## src/rtl/periph_bus_master.sv

```systemverilog
// Initiator for the 8-bit-address / 32-bit-data peripheral register bus.
// Takes one request at a time and runs it as a read, a write, or an atomic
// read-modify-write (set/clear bits), then returns the result on a response channel.
module periph_bus_master #(
  parameter int unsigned ADDR_W    = 8,
  parameter int unsigned DATA_W    = 32,
  parameter int unsigned READ_WAIT = 0
) (
  input  logic              clk,
  input  logic              rst,
  input  logic              req_valid,
  output logic              req_ready,
  input  logic [1:0]        req_op,
  input  logic [ADDR_W-1:0] req_addr,
  input  logic [DATA_W-1:0] req_wdata,
  output logic              rsp_valid,
  input  logic              rsp_ready,
  output logic [DATA_W-1:0] rsp_rdata,
  output logic              busy,
  output logic [ADDR_W-1:0] bus_address,
  output logic [DATA_W-1:0] bus_write_data,
  output logic              bus_we,
  output logic              bus_re,
  input  logic [DATA_W-1:0] bus_read_data
);

  localparam int unsigned CNT_W = 4;

  localparam logic [1:0] OP_READ  = 2'b00;
  localparam logic [1:0] OP_WRITE = 2'b01;
  localparam logic [1:0] OP_SET   = 2'b10;
  localparam logic [1:0] OP_CLR   = 2'b11;

  typedef enum logic [1:0] {
    S_IDLE  = 2'd0,
    S_READ  = 2'd1,
    S_WRITE = 2'd2,
    S_RESP  = 2'd3
  } state_t;

  state_t r_state, w_state_nxt;

  logic [1:0]        r_op,    w_op_nxt;
  logic [ADDR_W-1:0] r_addr,  w_addr_nxt;
  logic [DATA_W-1:0] r_wdata, w_wdata_nxt;
  logic [DATA_W-1:0] r_rdata, w_rdata_nxt;
  logic [CNT_W-1:0]  r_cnt,   w_cnt_nxt;

  logic              r_bus_we,         w_bus_we_nxt;
  logic              r_bus_re,         w_bus_re_nxt;
  logic [ADDR_W-1:0] r_bus_address,    w_bus_address_nxt;
  logic [DATA_W-1:0] r_bus_write_data, w_bus_write_data_nxt;
  logic              r_rsp_valid,      w_rsp_valid_nxt;
  logic [DATA_W-1:0] r_rsp_rdata,      w_rsp_rdata_nxt;
  logic              r_busy,           w_busy_nxt;
  logic              r_req_ready,      w_req_ready_nxt;

  logic w_read_done;

  assign w_read_done = (r_cnt == CNT_W'(READ_WAIT));

  // State register
  always_ff @(posedge clk or posedge rst) begin
    if (rst) r_state <= S_IDLE;
    else     r_state <= w_state_nxt;
  end

  // Next state, latched request fields and next values of every output register
  always_comb begin
    w_state_nxt          = r_state;
    w_op_nxt             = r_op;
    w_addr_nxt           = r_addr;
    w_wdata_nxt          = r_wdata;
    w_rdata_nxt          = r_rdata;
    w_cnt_nxt            = r_cnt;
    w_bus_we_nxt         = 1'b0;
    w_bus_re_nxt         = 1'b0;
    w_bus_address_nxt    = '0;
    w_bus_write_data_nxt = '0;
    w_rsp_valid_nxt      = 1'b0;
    w_rsp_rdata_nxt      = r_rsp_rdata;

    unique case (r_state)
      S_IDLE: begin
        if (req_valid && r_req_ready) begin
          w_op_nxt    = req_op;
          w_addr_nxt  = req_addr;
          w_wdata_nxt = req_wdata;
          w_cnt_nxt   = '0;
          if (req_op == OP_WRITE) begin
            w_state_nxt          = S_WRITE;
            w_bus_we_nxt         = 1'b1;
            w_bus_address_nxt    = req_addr;
            w_bus_write_data_nxt = req_wdata;
          end else begin
            w_state_nxt       = S_READ;
            w_bus_re_nxt      = 1'b1;
            w_bus_address_nxt = req_addr;
          end
        end
      end
      S_READ: begin
        if (w_read_done) begin
          w_rdata_nxt = bus_read_data;
          unique case (r_op)
            OP_SET: begin
              w_state_nxt          = S_WRITE;
              w_bus_we_nxt         = 1'b1;
              w_bus_address_nxt    = r_addr;
              w_bus_write_data_nxt = bus_read_data | r_wdata;
            end
            OP_CLR: begin
              w_state_nxt          = S_WRITE;
              w_bus_we_nxt         = 1'b1;
              w_bus_address_nxt    = r_addr;
              w_bus_write_data_nxt = bus_read_data & ~r_wdata;
            end
            default: begin
              w_state_nxt     = S_RESP;
              w_rsp_valid_nxt = 1'b1;
              w_rsp_rdata_nxt = bus_read_data;
            end
          endcase
        end else begin
          w_cnt_nxt         = r_cnt + CNT_W'(1);
          w_bus_re_nxt      = 1'b1;
          w_bus_address_nxt = r_addr;
        end
      end
      S_WRITE: begin
        // Plain write echoes the written value; RMW returns the pre-modify value
        w_state_nxt     = S_RESP;
        w_rsp_valid_nxt = 1'b1;
        w_rsp_rdata_nxt = (r_op == OP_WRITE) ? r_bus_write_data : r_rdata;
      end
      S_RESP: begin
        if (rsp_ready) w_state_nxt     = S_IDLE;
        else           w_rsp_valid_nxt = 1'b1;
      end
      default: w_state_nxt = S_IDLE;
    endcase

    w_busy_nxt      = (w_state_nxt != S_IDLE);
    w_req_ready_nxt = (w_state_nxt == S_IDLE);
  end

  // Latched request fields, counter and registered outputs
  always_ff @(posedge clk or posedge rst) begin
    if (rst) begin
      r_op             <= OP_READ;
      r_addr           <= '0;
      r_wdata          <= '0;
      r_rdata          <= '0;
      r_cnt            <= '0;
      r_bus_we         <= 1'b0;
      r_bus_re         <= 1'b0;
      r_bus_address    <= '0;
      r_bus_write_data <= '0;
      r_rsp_valid      <= 1'b0;
      r_rsp_rdata      <= '0;
      r_busy           <= 1'b0;
      r_req_ready      <= 1'b1;
    end else begin
      r_op             <= w_op_nxt;
      r_addr           <= w_addr_nxt;
      r_wdata          <= w_wdata_nxt;
      r_rdata          <= w_rdata_nxt;
      r_cnt            <= w_cnt_nxt;
      r_bus_we         <= w_bus_we_nxt;
      r_bus_re         <= w_bus_re_nxt;
      r_bus_address    <= w_bus_address_nxt;
      r_bus_write_data <= w_bus_write_data_nxt;
      r_rsp_valid      <= w_rsp_valid_nxt;
      r_rsp_rdata      <= w_rsp_rdata_nxt;
      r_busy           <= w_busy_nxt;
      r_req_ready      <= w_req_ready_nxt;
    end
  end

  assign req_ready      = r_req_ready;
  assign rsp_valid      = r_rsp_valid;
  assign rsp_rdata      = r_rsp_rdata;
  assign busy           = r_busy;
  assign bus_address    = r_bus_address;
  assign bus_write_data = r_bus_write_data;
  assign bus_we         = r_bus_we;
  assign bus_re         = r_bus_re;

endmodule
```

## config.mk

```make
export PLATFORM = sky130hd
export DESIGN_NAME = periph_bus_master
export DESIGN_NICKNAME = d
export VERILOG_FILES = /design/src/rtl/periph_bus_master.sv
export SDC_FILE = /design/constraint.sdc
export NUM_CORES = 1
export LEC_CHECK = 0
export CORE_ASPECT_RATIO = 2
export CORE_UTILIZATION = 46
export DETAILED_ROUTE_END_ITERATION = 7
export PLACE_DENSITY = 0.77
export SKIP_CTS_REPAIR_TIMING = 1
export SLEW_MARGIN = 20
export SYNTH_ARGS = -nofsm -noshare
export SYNTH_HDL_FRONTEND = slang
export SYNTH_SLANG_ARGS = --single-unit
```

## constraint.sdc

```tcl
create_clock -name clk -period 4.5 [get_ports clk]
set_input_delay 0.675 -clock clk [delete_from_list [all_inputs] [get_ports clk]]
set_output_delay 0.675 -clock clk [all_outputs]
set_load 0.1 [all_outputs]
```

==> results.md, run 1 <==
- Critical path's slowest cell: nor2b_4
- Port Buffers: 154
- Initial core utilization: 47.3%
- Clock root cell: clkbuf_16
- Ys Warns: 0
- Rows: 63
- H-tree levels: 4
- CP Max Fanout: 38
- Die Span X: 89.5 um
- CP cell instances: nor2b_4, and3_1, buf_4, a22o_1
- Worst-path clk slew: 0.06 ns
- Synth Register Bits: 157
- Die Area: 0.0158 sq mm
- Synth cell types: 38
- Initial DRT Pass Iterations: 5
- Average wire per standard cell: 19.2 um
- DRC Markers: 0
- Minimum clock period: 2.90 ns
- Gr ovfl total: 0
- Post-route ant nets: 0
- Layout cell share with drive strength beyond 1: 10.8%
- Crit start category: flop
- Hold WC Path Type: reg2reg
- Ports: 155
- First-pass GRT wire length: 29700 um
- Clock Skew: 0.00691 ns
- TNS Setup: 0 ns
- Iter 0 DRT Violations: 337
- TritonCTS clock tree: built
- Buf+Inv Stages, Crit Path: 1
- Worst path arrival time: 3.25 ns
- Fmax: 344 MHz
- Syn Area/Cell: 11.0 sq um
- WP data required: 4.84 ns
- Seq/Total Area, Yosys: 55.8%
- Commonest non-fill, non-tap cells in the layout: 156 x dfrtp_1, 154 x clkdlybuf4s50_1, 129 x nand2_1
- Gr busiest metal: met2
- Max Transition Viols Final: 0
- Largest delay contributor family on the critical path: simple AND/OR/NAND/NOR gates
- Rel. slew slack: 30.6%
- Synth-to-layout area growth: 30.6%
- Met2 usage: 44.5%
- Slew @ Worst Pin: 1.04 ns
- HPWL after DPL: 12400 um
- Crit-path max cell delay: 0.92 ns
- Inserted Clock Buffers: 17
- Most common cell after layout, fill and taps aside: dfrtp_1
- Max Cap Viol: 0
- RSZ-0062 raised after global routing: no
- Tcrit/Tclk final: 64.5%
- GRT met1 Usage: 27.7%
- Post-Route WL: 18900 um
- GRT Total Usage: 25.2%
- Clk buf depth: 2
- Die Span Y: 177 um
- Initial antenna violation count: 1
- Status: finished clean
- Synth Net Count: 722
- Post-layout nets: 853
- Global Route met3 Usage: 4.34%
- Clock Sinks: 157
- Final Hold Fails: 0
- Placer Congestion: 0.802
- Largest net degree at the start of global routing: 158
- Vias in the first global route: 5923
- Clk Latency, worst-skew pair: 0.41 ns
- Vias post-DR: 5612
- Core area: 0.0149 sq mm
- Setup violators final: 0
- WS Path Type: reg2reg
- Synth Instances: 642
- Crit end category: flop
- Synthesized area: 0.00704 sq mm
- Number of vias per cell: 5.71
sequential cells by signal, indices dropped and copies added (netlist names):
name / count
bus_re: 1
r_rdata: 32
r_addr: 8
bus_address: 8
r_cnt: 4
bus_we: 1
rsp_valid: 1
bus_write_data: 32
r_wdata: 32
r_state: 2
r_op: 2
rsp_rdata: 32
busy: 1
req_ready: 1
per-layer routing:
layer / part of all wire [%] / vias to the layer above / wire length [um]
met2: 55 / 236 / 10300
met3: 5.2 / 55 / 983
li1: - / 2531 / -
met1: 36 / 2790 / 6750
met5: 0 / - / 0
met4: 4.2 / 0 / 797
cells in the mapped netlist (all sizes together):
cell	count	area, sq um
a21oi	34	170
a22o	40	350
a22oi	32	240
a31oi	32	200
a32o	1	10.0
and2	1	6.26
and3	2	12.5
buf	34	231
clkbuf	17	67.6
dfrtp	156	3900
dfstp	1	26.3
ha	2	25.0
inv	7	26.3
mux2	32	469
mux2i	35	350
nand2	130	495
nand2b	1	6.26
nand3	1	5.00
nand4	1	6.26
nand4bb	1	11.3
nor2	33	124
nor2b	4	25.0
nor3b	1	18.8
nor4b	1	23.8
nor4bb	1	10.0
o21ai	37	189
o21bai	1	7.51
o22ai	1	6.26
or2	1	6.26
or3	1	6.26
or4b	1	13.8
path summary, 6_finish.rpt:
path	end	slack [ns]	startpoint	cells past startpoint
setup / recovery	bus_write_data[4]$_DFF_PP0_	1.60	r_state[0]$_DFF_PP0_	4
hold / removal	r_addr[6]$_DFFE_PP0P_	0.48	r_addr[6]$_DFFE_PP0P_	2
setup reg to reg	bus_write_data[4]$_DFF_PP0_	1.60	r_state[0]$_DFF_PP0_	4
hold reg to reg	r_addr[6]$_DFFE_PP0P_	0.48	r_addr[6]$_DFFE_PP0P_	2
max in group asynchronous	r_rdata[27]$_DFFE_PP0N_	3.03	rst	3
min in group asynchronous	r_wdata[8]$_DFFE_PP0P_	0.83	rst	3
cell families (layout without fill, tap and decap cells):
logic type / count (synthesis) / after routing / share of synthesized area, %
other: 0 / 1 / 0
buffers and inverters: 58 / 202 / 4.62
AO/OA/AOI/OAI: 178 / 178 / 16.7
AND/OR/NAND/NOR: 180 / 180 / 10.9
flip-flops: 157 / 157 / 55.8
adder cells (fa/ha/maj): 2 / 2 / 0.355
multiplexers: 67 / 67 / 11.6
area by class of cell:
cell class / instances / area [sq um]
clock inverter: 10 / 65.1
fill: 1196 / 5700
timing repair buffer: 163 / 1620
sequential: 157 / 3930
inverter: 7 / 30.0
clock buffer: 22 / 474
multi-input combinational: 427 / 2830
antenna: 1 / 2.50
tap: 195 / 244
worst register-to-register path: cells and delay by family, from the launching register on:
kind | cells | cell delay, ns
simple gates | 2 | 1.64
buf+inv | 1 | 0.40
flops | 1 | 0.59
compound gates | 1 | 0.20
per-stage QoR:
stage	hold slack [ns]	setup WS (ns)	area [sq um]	util, %	cells
3_3_place_gp	0.464	1.80	8660	58.1	949
3_5_place_dp	0.467	1.64	8660	58.1	949
2_1_floorplan	0.447	1.84	7050	-	642
4_1_cts	0.483	1.63	9200	61.7	981
6_report	0.482	1.60	9200	61.8	982
5_1_grt	0.506	1.51	9200	61.8	982
Power of run 1 is not shown: default switching activity piles up to over one toggle a cycle in this logic, so the estimate is an artifact.
==> inputs of run 2 (changes only) <==
--- a/config.mk
+++ b/config.mk
@@ -6,9 +6,9 @@
 export NUM_CORES = 1
 export LEC_CHECK = 0
 export CORE_ASPECT_RATIO = 2
-export CORE_UTILIZATION = 46
+export CORE_UTILIZATION = 51
 export DETAILED_ROUTE_END_ITERATION = 7
-export PLACE_DENSITY = 0.77
+export PLACE_DENSITY = 0.8
 export SKIP_CTS_REPAIR_TIMING = 1
 export SLEW_MARGIN = 20
 export SYNTH_ARGS = -nofsm -noshare
==> constraint.sdc (replaced) <==
create_clock -name clk -period 2.96 [get_ports clk]
set_input_delay 0.444 -clock clk [delete_from_list [all_inputs] [get_ports clk]]
set_output_delay 0.444 -clock clk [all_outputs]
set_load 0.1 [all_outputs]
==> results.md, run 2 (same netlist as run 1, synthesis figures left out) <==
- Status: finished clean
- H-tree levels: 4
- Fill cell count: 997
- GRT Total Usage: 28.3%
- TritonCTS clock tree: built
- Dpl ws: 0.680 ns
- Crit end category: flop
- Worst r2r src: r_cnt[0]$_DFFE_PP0P_
- Post-placement cell area: 0.00849 sq mm
- Post-route ant nets: 0
- RSZ-0062 raised after global routing: no
- Vias in the first global route: 6011
- Die Area: 0.0143 sq mm
- Hold WC Path Type: in2async
- Max Cap Viol: 0
- Worst-path clk slew: 0.07 ns
- Minimum clock period: 2.26 ns
- Port Buffers: 154
- Number of vias per cell: 6.03
- Setup violators final: 0
- Die Span Y: 168 um
- Initial DRT Pass Iterations: 5
- Inserted Clock Buffers: 17
- Gr ovfl total: 0
- TNS Setup: 0 ns
- Max Transition Viols Final: 0
- Initial antenna violation count: 0
- WP data required: 3.31 ns
- Clock Skew: 0.0119 ns
- DRC Markers: 0
- Rel. slew slack: 51.6%
- Largest net degree at the start of global routing: 63
- Worst path arrival time: 2.62 ns
- Final Hold Fails: 0
- Crit start category: flop
- Slew @ Worst Pin: 0.726 ns
- Clock Sinks: 157
- Fin worst setup slack: 0.696 ns
- Fmax: 442 MHz
- Final Core Density: 67.5%
- Average wire per standard cell: 20.6 um
- Clk Latency, worst-skew pair: 0.43 ns
- CP Max Fanout: 22
- Ports: 155
- First-pass GRT wire length: 30700 um
- HPWL after DPL: 12800 um
- Antenna cells: 0
- Initial core utilization: 52.4%
- WS Path Type: reg2reg
- Iter 0 DRT Violations: 329
- Final instance area: 0.00906 sq mm
- Clock root cell: clkbuf_16
- R2R depth: 6
- Post-layout nets: 858
- Worst Setup SP: r_cnt[0]$_DFFE_PP0P_
- Post-Route WL: 19500 um
- Layout cell share with drive strength beyond 1: 21.2%
- Tcrit/Tclk final: 76.5%
- Die Span X: 85.1 um
- Synth-to-layout area growth: 28.7%
- Most common cell after layout, fill and taps aside: dfrtp_1
- Vias post-DR: 5704
- Rows: 60
- Clk buf depth: 2
- Commonest non-fill, non-tap cells in the layout: 156 x dfrtp_1, 129 x nand2_1, 87 x buf_4
- Core area: 0.0134 sq mm
- Placer Congestion: 0.858
## run 2: cell types whose count changed in the layout (fill, tap and decap cells not counted), moves of 2 or more
cell,delta
buf_4,+79
clkdlybuf4s50_1,-77
buf_12,+3
clkbuf_8,-2
clkinv_2,-5
inv_6,+5
## run 2: worst paths after layout
check | slack [ns] | endpoint
setup / recovery | 0.70 | bus_write_data[15]$_DFF_PP0_
hold / removal | 0.43 | rsp_rdata[7]$_DFFE_PP0P_
setup reg to reg | 0.70 | bus_write_data[15]$_DFF_PP0_
hold reg to reg | 0.48 | r_addr[2]$_DFFE_PP0P_
max in group asynchronous | 1.79 | req_ready$_DFF_PP1_
min in group clk | 0.48 | r_addr[2]$_DFFE_PP0P_
## run 2: metrics by stage
stage                     hold WS [ns]  std cells
final                            0.425        946
after global routing             0.466        946
after CTS                        0.444        946
after detailed placement         0.468        914
after global placement           0.461        914
after floorplan                  0.447        642
## run 2: worst max-delay path, stage by stage, from the launching register on
cell and delay [ns]:
dfrtp_1 0.41, inv_1 0.09, ha_1 0.22, nor3b_4 0.36, and3_1 0.52, buf_4 0.38, a22o_1 0.20
## run 2: final cells by class
cell class	count	area, sq um	share of cell area (%)
tap	155	194	2.14
sequential	157	3930	43.4
inverter	7	30.0	0.331
clock inverter	13	130	1.44
clock buffer	19	443	4.89
multi-input combinational	427	2830	31.3
timing repair buffer	168	1500	16.6
## run 2: per-layer routing
metal | vias to the layer above | global-route usage [%] | routed length [um]
li1 | 2544 | - | -
met1 | 2844 | 30.6 | 6980
met2 | 256 | 49.6 | 10500
met3 | 60 | 5.64 | 1080
met4 | 0 | 17.8 | 933
met5 | - | 0 | 0
Power of run 2 is left out for the same reason.
